==> config.mk <==
export PLATFORM = sky130hd
export DESIGN_NAME = regfile_write_arbiter
export DESIGN_NICKNAME = d
export VERILOG_FILES = /design/src/rtl/regfile_pkg.sv /design/src/rtl/rr_arbiter_2.sv /design/src/rtl/regfile_write_arbiter.sv
export SDC_FILE = /design/constraint.sdc
export NUM_CORES = 1
export LEC_CHECK = 0
export ABC_AREA = 1
export CAP_MARGIN = 20
export CORE_UTILIZATION = 40
export CTS_BUF_LIST = sky130_fd_sc_hd__clkbuf_4
export DETAILED_ROUTE_END_ITERATION = 8
export GPL_TIMING_DRIVEN = 0
export PLACE_DENSITY = 0.86
export SYNTH_ARGS = -nofsm -noshare
export SYNTH_HDL_FRONTEND = slang
export SYNTH_HIERARCHICAL = 1
export SYNTH_SLANG_ARGS = --single-unit
==> constraint.sdc <==
create_clock -name clk -period 2.65 [get_ports clk]
set_input_delay 0.795 -clock clk [delete_from_list [all_inputs] [get_ports clk]]
set_output_delay 0.795 -clock clk [all_outputs]
set_load 0.005 [all_outputs]
==> src/rtl/regfile_pkg.sv <==
// regfile_pkg: values shared by the register-file write arbiter and its
// two-way arbiter.
//   DATA_W / ADDR_W      default write-data and register-index widths
//   REQ_A / REQ_B        requester IDs (also the last_grant encoding)
//   PRIO_RR / PRIO_FIXED encodings of the PRIO_MODE parameter
//   wr_state_t           write-port FSM states
package regfile_pkg;

    localparam int DATA_W = 32;
    localparam int ADDR_W = 5;

    localparam logic REQ_A = 1'b0;  // ALU writeback
    localparam logic REQ_B = 1'b1;  // memory-load writeback

    localparam int PRIO_RR    = 0;
    localparam int PRIO_FIXED = 1;

    typedef enum logic {
        ST_IDLE   = 1'b0,
        ST_COMMIT = 1'b1
    } wr_state_t;

endpackage

==> src/rtl/rr_arbiter_2.sv <==
// rr_arbiter_2: two-way grant logic with a remembered last owner.
//   clk, rst_n   clock, asynchronous active-low reset
//   req[1:0]     request per requester, bit index = requester ID
//   hold         stall: no grant while high
//   mode         0 = round-robin, 1 = fixed priority to requester A
//   gnt[1:0]     one-hot (or zero) grant, combinational
//   last_grant   owner of the most recent grant (REQ_A / REQ_B)
module rr_arbiter_2
    import regfile_pkg::*;
(
    input  logic       clk,
    input  logic       rst_n,
    input  logic [1:0] req,
    input  logic       hold,
    input  logic       mode,
    output logic [1:0] gnt,
    output logic       last_grant
);

    // Grants are suppressed during reset so no handshake can complete
    // while the block is held.
    always_comb begin
        gnt = 2'b00;
        if (rst_n && !hold) begin
            if (req == 2'b11) begin
                // Tie: fixed mode always picks A; round-robin picks
                // whoever did not own the previous transfer.
                if (mode || (last_grant == REQ_B)) begin
                    gnt = 2'b01;
                end else begin
                    gnt = 2'b10;
                end
            end else begin
                gnt = req;
            end
        end
    end

    // Reset to B so that A wins the first round-robin tie.
    always_ff @(posedge clk or negedge rst_n) begin
        if (!rst_n) begin
            last_grant <= REQ_B;
        end else if (gnt[0]) begin
            last_grant <= REQ_A;
        end else if (gnt[1]) begin
            last_grant <= REQ_B;
        end
    end

endmodule

==> src/rtl/regfile_write_arbiter.sv <==
// regfile_write_arbiter: merges two writeback requesters (A = ALU,
// B = memory load) onto the single write port of a register file.
//   clk, rst_n                       clock, asynchronous active-low reset
//   a_valid/a_reg/a_data, a_ready    requester A handshake
//   b_valid/b_reg/b_data, b_ready    requester B handshake
//   hold                             pipeline stall, blocks all grants
//   ld, write_reg, data              registered write port to the regfile
//   last_grant                       owner of most recent transfer (0=A)
//   zero_drop                        pulse: accepted write targeted reg 0
//   wr_count                         committed-write counter (wraps)
//   state_dbg                        current FSM state (1 = COMMIT)
//
// Handshake: a transfer happens on a rising edge where x_valid and x_ready
// are both high. x_ready is combinational from the valids, hold and the
// arbitration state, at most one ready is high per cycle, and a requester
// may drop valid at any time before its grant without side effects.
module regfile_write_arbiter
    import regfile_pkg::*;
#(
    parameter int DATA_W    = regfile_pkg::DATA_W,
    parameter int ADDR_W    = regfile_pkg::ADDR_W,
    parameter int PRIO_MODE = PRIO_RR
) (
    input  logic              clk,
    input  logic              rst_n,
    input  logic              a_valid,
    input  logic [ADDR_W-1:0] a_reg,
    input  logic [DATA_W-1:0] a_data,
    output logic              a_ready,
    input  logic              b_valid,
    input  logic [ADDR_W-1:0] b_reg,
    input  logic [DATA_W-1:0] b_data,
    output logic              b_ready,
    input  logic              hold,
    output logic              ld,
    output logic [ADDR_W-1:0] write_reg,
    output logic [DATA_W-1:0] data,
    output logic              last_grant,
    output logic              zero_drop,
    output logic [15:0]       wr_count,
    output logic              state_dbg
);

    wr_state_t         state;
    wr_state_t         next_state;
    logic [1:0]        gnt;
    logic              xfer;
    logic              wr_hit;
    logic [ADDR_W-1:0] sel_reg;
    logic [DATA_W-1:0] sel_data;

    rr_arbiter_2 u_arb (
        .clk        (clk),
        .rst_n      (rst_n),
        .req        ({b_valid, a_valid}),
        .hold       (hold),
        .mode       (PRIO_MODE == PRIO_FIXED),
        .gnt        (gnt),
        .last_grant (last_grant)
    );

    assign a_ready  = gnt[0];
    assign b_ready  = gnt[1];
    assign xfer     = |gnt;
    assign sel_reg  = gnt[1] ? b_reg  : a_reg;
    assign sel_data = gnt[1] ? b_data : a_data;
    // Register 0 is hardwired: the handshake completes but nothing commits.
    assign wr_hit   = xfer && (sel_reg != '0);

    always_ff @(posedge clk or negedge rst_n) begin
        if (!rst_n) begin
            state <= ST_IDLE;
        end else begin
            state <= next_state;
        end
    end

    // COMMIT lasts exactly one cycle per accepted write; back-to-back
    // nonzero transfers keep the FSM in COMMIT.
    always_comb begin
        next_state = ST_IDLE;
        if (wr_hit) begin
            next_state = ST_COMMIT;
        end
    end

    always_comb begin
        ld        = (state == ST_COMMIT);
        state_dbg = (state == ST_COMMIT);
    end

    // Write port payload only changes on a committing transfer, so it holds
    // its last value while idle. wr_count steps on entry to COMMIT, making
    // it already include the write currently presented with ld=1.
    always_ff @(posedge clk or negedge rst_n) begin
        if (!rst_n) begin
            write_reg <= '0;
            data      <= '0;
            zero_drop <= 1'b0;
            wr_count  <= 16'h0000;
        end else begin
            zero_drop <= xfer && !wr_hit;
            if (wr_hit) begin
                write_reg <= sel_reg;
                data      <= sel_data;
                wr_count  <= wr_count + 16'd1;
            end
        end
    end

endmodule

==> metrics <==
final hold slack=0.2972 ns; synth unique cells=26; vias after detailed routing=3,329; Critical Path AT=1.84 ns; clock sinks=56; Yosys reg bits=56; R2R depth=14; worst-skew pair later-pin latency=0.37 ns; placed cell areas=0.004651 mm²; clock tree buffer depth=2; final cell count without fillers=707; vias in the first global route=3,257; final setup vio count=0; core area=0.007408 mm²; Worst Setup End Kind=output port; final worst path period need=2.631 ns; Leak=2.390 nW; sequential cell area fraction in the yosys report=44.71%; GRT met1 Usage=25.76%; status=finished clean; Max Cap Violations=0; switch share=30.17%; Post-CTS Hold Fix Bufs=0; GP Congestion=0.8379; synthesized area=0.003137 mm²; fmax=380.1 MHz; DRC viols=0; drt initial violations=105; # diodes=0; RSZ-0062 raised after global routing=true; Synth Warn #=6; antenna violations before repair=0; CTS buffer count=5; dpl cells=697; Starting Density=42.34%; die width=90.56 µm; clk slew on worst S/H paths=0.15 ns; first-pass GRT wire length=14,660 µm; GRT Residual Overflow=0; Worst Path Required=1.86 ns; # IOs=138; skew final=0.01139 ns; clock tree root buffer cell=clkbuf_4; Hold/Removal Path Class=in -> async; per-cell routed wire length=12.29 µm; IO buf count=137; die area=0.008200 mm²; GR Util met2=39.90%; Worst IR Drop VDD=0.0002596 V; reg2reg start=u_arb/last_grant; critical path class=in -> out; pre-CTS setup slack=-0.4934 ns; Comb power frac=34.8%; GRT Overall Usage=22.05%; Internal Pwr Total=0.001604 W; Detail Route Antenna Nets=0; Power Density=484.9 mW/mm²; max reg flops=32; CTS tree=done; CP max FO=2; DRT Wirelength=8690 µm; switching pwr=0.0006927 W; Final #Nets=687; routed vias/inst=4.709; Reg power frac=49.1%; Post-Syn Instances=459; Avg Cell Area, Syn=6.834 µm²; Setup crit start kind=primary input; crit path launch=hold; clock power share=16.1%; Final Hold Viols=0; Setup WS post-layout=0.01912 ns; htree depth=2; fin area=0.004736 mm²; Initial DRT Pass Iterations=4; # rows=31; met3 usage=5.892%; grt peak-use layer=met2; share of post-route cells with drive strength above 1=7.237%; synth-to-layout area growth=50.98%; max-slew violation count=0; die height=90.56 µm; Final HPWL DP=6866 µm; largest net degree at the start of global routing=33; final worst path period share=99.28%
cells in the mapped netlist:
cell,count,share of area (%)
nand2_2,2,0.40
buf_6,12,4.3
nand3_2,2,0.64
buf_4,1,0.24
o21ai_2,1,0.28
a21oi_1,1,0.16
nand2_1,302,36
xnor2_1,4,1.1
dfstp_2,1,0.84
inv_2,2,0.24
nand3_1,10,1.6
nand4_1,5,1.0
nand3b_1,1,0.24
nor2_2,4,0.80
dfrtp_1,55,44
xor2_1,3,0.84
inv_4,1,0.20
ha_1,1,0.40
o21ai_0,1,0.16
nand2_4,1,0.36
clkbuf_1,6,0.72
conb_1,1,0.12
nor2_1,19,2.3
nor2_4,1,0.36
o21ai_1,2,0.32
inv_1,20,2.4
kinds of logic (layout without fill, tap and decap cells):
kind of cell	count (synthesis)	count (layout)	synth area share [%]
DFF	56	56	44.71
other	1	2	0.1196
buffers and inverters	42	190	8.098
xor gates and xnor gates	7	7	1.955
adders and majority gates	1	1	0.3988
AOI/OAI and AO/OA	5	5	0.9172
and+or+nand+nor	347	347	43.80
metal layers:
metal	share of wire [%]	vias to the layer above
met4	1.4	0
met3	7.1	12
met2	52	115
li1	-	1673
met5	0	-
met1	40	1529
power by group through the flow:
stage / clock, W / combinational [W] / sequential [W]
floorplan: 0 / 0.000276 / 0.00114
global placement: 0 / 0.000774 / 0.00113
detailed placement: 0 / 0.000803 / 0.00114
CTS: 0.000388 / 0.000807 / 0.00112
global route: 0.000422 / 0.000879 / 0.00115
finish: 0.000370 / 0.000800 / 0.00113
stage by stage:
stage	total power, W	util (%)	setup TNS, ns
6_report	0.002296	63.93	0
5_1_grt	0.002449	63.93	-0.01162
2_1_floorplan	0.001411	-	0
3_3_place_gp	0.001908	62.57	-170.30
3_5_place_dp	0.001943	62.78	-17.07
4_1_cts	0.002319	63.72	0
repair_timing:
| item | in CTS | in global routing |
|---|---|---|
| resized for setup | 7 | 2 |
| endpoints found under the setup margin | 2 | 2 |
| setup buffers | 1 | 1 |
area by class of cell:
| class | count | area, µm² |
|---|---|---|
| clock buffer | 6 | 45.04 |
| fill | 662 | 2673 |
| sequential | 56 | 1403 |
| inverter | 23 | 88.84 |
| timing repair buffer | 140 | 1404 |
| tap | 99 | 123.9 |
| clock inverter | 2 | 11.26 |
| multi-input combinational | 362 | 1495 |
| buffer | 19 | 165.2 |
worst paths after layout:
path                                 to  slack [ns]
setup / recovery                b_ready        0.02
hold / removal             wr_count[12]        0.30
setup reg to reg               data[23]        0.63
hold reg to reg                 data[1]        0.49
max in group asynchronous  write_reg[4]        1.86
min in group clk                data[1]        0.49
placed cells by master (no fill, tap or decap), types with 5 or more instances in the layout:
cell and n:
clkbuf_4 6, nand2_1 301, inv_1 19, nand4_1 5
buf_6 12, clkdlybuf4s50_1 134, dfrtp_1 55, nor2_1 19
nand3_1 9, clkbuf_1 6
worst max-delay path, stage by stage:
cell and delay [ns]:
clkdlybuf4s50_1 0.43, inv_2 0.08, nand2_1 0.06, nor2_2 0.12, nand2_2 0.08, inv_2 0.07, clkdlybuf4s15_2 0.20
No activity file was read; power rests on OpenSTA's default activity.
